===== src/rtl/rv32i_mem_pkg.sv =====
// Shared types for the program/data memory arbiter.
// - arb_state_t : arbiter mode (BOOT holds the core, RUN lets it access memory)
// - mem_owner_t : which requester owns the read response due next cycle
// - arb_gnt_t   : one-hot grant vector produced by arb_pick
package rv32i_mem_pkg;

  typedef enum logic {ARB_BOOT, ARB_RUN} arb_state_t;

  typedef enum logic [1:0] {OWN_NONE, OWN_IF, OWN_D} mem_owner_t;

  typedef struct packed {
    logic flash;
    logic data;
    logic fetch;
  } arb_gnt_t;

endpackage


===== src/rtl/arb_pick.sv =====
// Combinational grant selection for the memory arbiter.
// Ports:
//   i_flash_en   - flash write request, always wins
//   i_d_req      - load/store request
//   i_if_req     - instruction fetch request
//   i_streak_hit - data has won MAX_DATA_STREAK contested cycles in a row
//   i_run        - core requests may be granted (RUN state, out of reset)
//   o_gnt        - one-hot grant {flash, data, fetch}, all zero when nothing wins
module arb_pick
  import rv32i_mem_pkg::*;
(
  input  logic     i_flash_en,
  input  logic     i_d_req,
  input  logic     i_if_req,
  input  logic     i_streak_hit,
  input  logic     i_run,
  output arb_gnt_t o_gnt
);

  always_comb begin
    o_gnt = '0;
    if (i_flash_en) begin
      o_gnt.flash = 1'b1;
    end else if (i_run) begin
      // Fetch wins over data only when data has starved it long enough.
      if (i_if_req && (i_streak_hit || !i_d_req)) begin
        o_gnt.fetch = 1'b1;
      end else if (i_d_req) begin
        o_gnt.data = 1'b1;
      end
    end
  end

endmodule


===== src/rtl/mem_arbiter.sv =====
// Shares a single-port synchronous memory between the flash loader, the core's
// instruction fetch and the core's load/store port. Holds the core (o_core_hold)
// while memory is being flashed and tags each 1-cycle read response to its issuer.
// Ports:
//   i_clk, i_rst                       - clock, synchronous active-low reset
//   i_flash_en/_addr/_data             - flash write port (never stalled)
//   i_if_req, i_if_addr                - fetch request; o_if_gnt, o_if_rvalid
//   i_d_req, i_d_we, i_d_addr, i_d_wdata - load/store request; o_d_gnt, o_d_rvalid
//   o_rdata                            - shared read return (= i_mem_rdata)
//   o_core_hold                        - core must not advance
//   o_mem_en/_we/_addr/_wdata, i_mem_rdata - memory side
module mem_arbiter
  import rv32i_mem_pkg::*;
#(
  parameter int unsigned WIDTH            = 32,
  parameter int unsigned MAX_DATA_STREAK  = 4,
  parameter int unsigned BOOT_IDLE_CYCLES = 16
) (
  input  logic             i_clk,
  input  logic             i_rst,
  input  logic             i_flash_en,
  input  logic [WIDTH-1:0] i_flash_addr,
  input  logic [WIDTH-1:0] i_flash_data,
  input  logic             i_if_req,
  input  logic [WIDTH-1:0] i_if_addr,
  output logic             o_if_gnt,
  output logic             o_if_rvalid,
  input  logic             i_d_req,
  input  logic             i_d_we,
  input  logic [WIDTH-1:0] i_d_addr,
  input  logic [WIDTH-1:0] i_d_wdata,
  output logic             o_d_gnt,
  output logic             o_d_rvalid,
  output logic [WIDTH-1:0] o_rdata,
  output logic             o_core_hold,
  output logic             o_mem_en,
  output logic             o_mem_we,
  output logic [WIDTH-1:0] o_mem_addr,
  output logic [WIDTH-1:0] o_mem_wdata,
  input  logic [WIDTH-1:0] i_mem_rdata
);

  localparam int unsigned IdleW   = $clog2(BOOT_IDLE_CYCLES + 1);
  localparam int unsigned StreakW = $clog2(MAX_DATA_STREAK + 1);
  localparam logic [IdleW-1:0]   IdleLast  = IdleW'(BOOT_IDLE_CYCLES - 1);
  localparam logic [StreakW-1:0] StreakMax = StreakW'(MAX_DATA_STREAK);

  arb_state_t          r_state;
  logic [IdleW-1:0]    r_idle;
  logic [StreakW-1:0]  r_streak;
  mem_owner_t          r_owner;

  arb_gnt_t w_gnt;
  logic     w_run;
  logic     w_streak_hit;

  // Reset is synchronous, so outputs are gated with i_rst to stay quiet during
  // the cycle reset is first asserted as well.
  assign w_run        = i_rst && (r_state == ARB_RUN);
  assign w_streak_hit = (r_streak == StreakMax);

  arb_pick u_pick (
    .i_flash_en   (i_flash_en && i_rst),
    .i_d_req      (i_d_req),
    .i_if_req     (i_if_req),
    .i_streak_hit (w_streak_hit),
    .i_run        (w_run),
    .o_gnt        (w_gnt)
  );

  always_ff @(posedge i_clk) begin
    if (!i_rst) begin
      r_state  <= ARB_BOOT;
      r_idle   <= '0;
      r_streak <= '0;
      r_owner  <= OWN_NONE;
    end else begin
      case (r_state)
        ARB_BOOT: begin
          if (i_flash_en) begin
            r_idle <= '0;
          end else if (r_idle == IdleLast) begin
            r_idle  <= '0;
            r_state <= ARB_RUN;
          end else begin
            r_idle <= r_idle + IdleW'(1);
          end
        end
        ARB_RUN: begin
          r_idle <= '0;
          if (i_flash_en) r_state <= ARB_BOOT;
        end
        default: r_state <= ARB_BOOT;
      endcase

      // Counts contested data wins; any fetch grant or idle fetch side restarts it.
      if (!i_if_req || w_gnt.fetch) begin
        r_streak <= '0;
      end else if (w_gnt.data && !w_streak_hit) begin
        r_streak <= r_streak + StreakW'(1);
      end

      if (w_gnt.fetch) begin
        r_owner <= OWN_IF;
      end else if (w_gnt.data && !i_d_we) begin
        r_owner <= OWN_D;
      end else begin
        r_owner <= OWN_NONE;
      end
    end
  end

  assign o_if_gnt    = w_gnt.fetch;
  assign o_d_gnt     = w_gnt.data;
  assign o_if_rvalid = i_rst && (r_owner == OWN_IF);
  assign o_d_rvalid  = i_rst && (r_owner == OWN_D);
  assign o_rdata     = i_mem_rdata;
  assign o_core_hold = !i_rst || (r_state == ARB_BOOT);

  assign o_mem_en    = w_gnt.flash || w_gnt.data || w_gnt.fetch;
  assign o_mem_we    = w_gnt.flash || (w_gnt.data && i_d_we);
  // With no grant the address/data still follow the data port so nothing floats.
  assign o_mem_addr  = w_gnt.flash ? i_flash_addr :
                       w_gnt.fetch ? i_if_addr    : i_d_addr;
  assign o_mem_wdata = w_gnt.flash ? i_flash_data : i_d_wdata;

endmodule

===== config.mk =====
export PLATFORM = sky130hd
export DESIGN_NAME = mem_arbiter
export DESIGN_NICKNAME = d
export VERILOG_FILES = /design/src/rtl/rv32i_mem_pkg.sv /design/src/rtl/arb_pick.sv /design/src/rtl/mem_arbiter.sv
export SDC_FILE = /design/constraint.sdc
export NUM_CORES = 1
export LEC_CHECK = 0
export CAP_MARGIN = 0
export CORE_AREA = 2 2 117 119
export DETAILED_ROUTE_END_ITERATION = 10
export DIE_AREA = 0 0 119 121
export SYNTH_ARGS = -nofsm -noshare
export SYNTH_HDL_FRONTEND = slang
export SYNTH_SLANG_ARGS = --single-unit

===== constraint.sdc =====
create_clock -name i_clk -period 4.5 [get_ports i_clk]
set_clock_uncertainty 0.2 [all_clocks]
set_input_delay 1.35 -clock i_clk [delete_from_list [all_inputs] [get_ports i_clk]]
set_output_delay 1.35 -clock i_clk [all_outputs]
set_load 0.02 [all_outputs]

==> results.cfg <==
[worst_setup_path]
crit_top_cell = buf_12
crit_chain = dlygate4sd2_1, and4b_1, buf_6, and2_4, buf_12, buf_12, buf_12, o211ai_2, buf_6
arrival_ps = 2840
path_max_fanout = 6
critPathTopFamily = buffers and inverters
r2r_cells = 7
r2r-end = r_streak[2]
cp_slowest_cell = dlygate4sd2_1
max_stage_delay_ps = 250
cp-start-kind = input port
cp-end-kind = primary output
r2r-start = r_streak[0]
required_ps = 2950
reg2reg_slack_ps = 2600
crit_start = i_rst
crit_type = in -> out
critPathBufInv = 6

[final_layout]
drive_gt1_frac = 0.210
syn_to_final_growth_pct = 125
final_area_sq_um = 4680
fin_util = 0.358
n_antenna_cell = 0
layoutNonFillerInstCount = 738
fill_cells = 1360
layout.nets = 765

[clocking]
cts_buffers = 3
clockBufferDepth = 2
cts_sinks = 11
htreeDepth = 1
insertion_delay_ps = 230
cts.clk_slew.worst_paths_ps = 40
hold_buffers = 0
cts_tree = yes
root_buffer = clkbuf_16

[synth]
synthAdderAreaFrac = 0.0241
synth_edf_count = 0
synth_fp_nets = 548
yosysSeqAreaShare = 0.106
synthMuxAreaShare = 0
netlist_instances = 346
synth_ff_type = dfxtp_1
synth_top_family_by_area = simple AND/OR/NAND/NOR gates
synth-seq-cells = 11
synthSimpleGateAreaFrac = 0.453
synthTopCellsByCount = nand2_1, nand3_1, buf_4, o211ai_2, clkbuf_1
synth_xor_area_frac = 0.00843
synth.most_common_cell = nand2_1
synth_cell_type_count = 32
ys_async_sr_fraction = 0
yosys_warnings = 0
synth_compound_area_frac = 0.210
synthTopCellsByArea = nand2_1, o211ai_2, buf_4, dfxtp_1, nand3_1
synth.avg_cell_area_sq_um = 6.01
synthesis.area_sq_um = 2080
synth_top_area_frac = 0.302
yosys.area.top_type = nand2_1

[place]
place_area_sq_um = 4550
gp_routability_congestion = 0.821
dp_hpwl_mm = 9.10
io_buffers = 236
dp_cells = 725

[route]
top_layer_used = met4
met3_length_mm = 1.13
firstDrtPassIters = 4
avgViaCountPerCell = 4.23
drt-total-wl_mm = 11.2
drt-initial-drc-count = 73
wl_per_cell_um = 15.2
m1WireLength_mm = 4.45
via_count = 3119
ant_nets = 0
met2_length_mm = 5.45
drc = 0

[floorplan]
row_count = 42
start_util = 0.159
fp.dieH_um = 121
die_w_um = 119
design.core.area_sq_um = 13100
io_pins = 301
die_area_sq_um = 14400

[worst_hold_path]
min_from = r_idle[0]
min_path_cells = 1
hold_path.class = reg -> reg
whs_endpoint = r_idle[0]

[power_and_ir_drop]
max-vdd-ir-drop_v = 0.000101
powerDensity_nw_per_um2 = 140
p_leak_nw = 2.07

[timing]
setup_violations = 0
finalHoldViolCount = 0
rsz0062_at_grt = false
max_clock_freq_mhz = 228
period_needed_ps = 4390
setup_tns_ps = 0
tightest_slew_ps = 350
period_share = 0.975
final_max_slew_viol_count = 0
whs_ps = 248
relSlewSlack = 0.764

[run_status]
status = complete, no violations

[grt]
grt_max_degree = 36
antenna_found_initial = 0
grt.total_usage = 0.145
grt_pass1_wl_mm = 16.7
grt_pass1_vias = 3265
grt-ovfl-total = 0

[flow_run]
cap_violations = 0
power breakdown:
group | internal (mW) | switching, mW | leakage (nW)
Clock | 0.118 | 0.0388 | 0.0382
Combinational | 0.224 | 0.173 | 1.95
Sequential | 0.0988 | 0.000609 | 0.0889
Total | 0.441 | 0.212 | 2.07
through the flow:
stage	setup slack, ps	power (mW)
CTS	94.5	0.662
global placement	-402	0.523
global route	60.7	0.694
floorplan	572	0.290
detailed placement	-418	0.527
finish	111	0.654
routing by layer:
layer,vias to the layer above,global-route usage
li1,1529,-
met1,1374,0.166
met2,206,0.267
met3,10,0.0442
met4,0,0.0290
met5,-,0
worst max path at each step:
| stage | endpoint | slack [ps] | cells past startpoint |
|---|---|---|---|
| after floorplan | o_mem_addr[22] | 570 | 6 |
| after global placement | o_mem_addr[22] | -400 | 7 |
| after detailed placement | o_mem_addr[3] | -420 | 7 |
| after CTS | o_mem_addr[3] | 90 | 9 |
| after global routing | o_mem_addr[31] | 60 | 6 |
| final | o_mem_addr[3] | 110 | 9 |
layout make-up:
type	instances	area (sq um)	area share
repair buffers	270	2680	0.572
multi-input cells	271	1460	0.312
flip-flops and latches	11	220	0.0470
well taps	176	220	0.0470
clock buffers	4	78.8	0.0168
inverters	6	22.5	0.00481
flip-flops by register name (all words and copies together) (netlist names):
register  cells
r_idle        5
r_owner       2
r_state       1
r_streak      3
repair_timing:
item | 4_1_cts | 5_1_grt
resized for setup | 201 | 0
buffers inserted | 6 | 0
setup endpoints to repair | 64 | 0
kinds of logic (layout without fill, tap and decap cells):
group,Yosys count,count (layout)
adder cells (fa/ha/maj),4,4
buffers and inverters,65,280
AND/OR/NAND/NOR,225,226
AO/OA/AOI/OAI,39,39
XOR/XNOR,2,2
flip-flops,11,11
worst register-to-register path: stages, from the launching register on:
cell and delay [ps]:
dfxtp_1 360, inv_1 60, ha_1 240, a21bo_4 260, and2_4 200, buf_4 150
buf_4 130, nor4_2 220
placed cells by master, fill, tap and decap left out, drive strengths merged, types with 2 or more instances in the layout:
cell type	synthesis	routed
a21oi	2	2
and2	3	4
buf	47	61
clkbuf	12	4
clkdlybuf4s15	0	24
clkdlybuf4s50	0	166
dfxtp	11	11
dlygate4sd2	0	19
ha	4	4
inv	6	6
nand2	167	167
nand2b	2	2
nand3	34	34
nor2	9	9
o211ai	32	32
o21a	2	2
or3	2	2
Power figures use the tool's default switching activity.
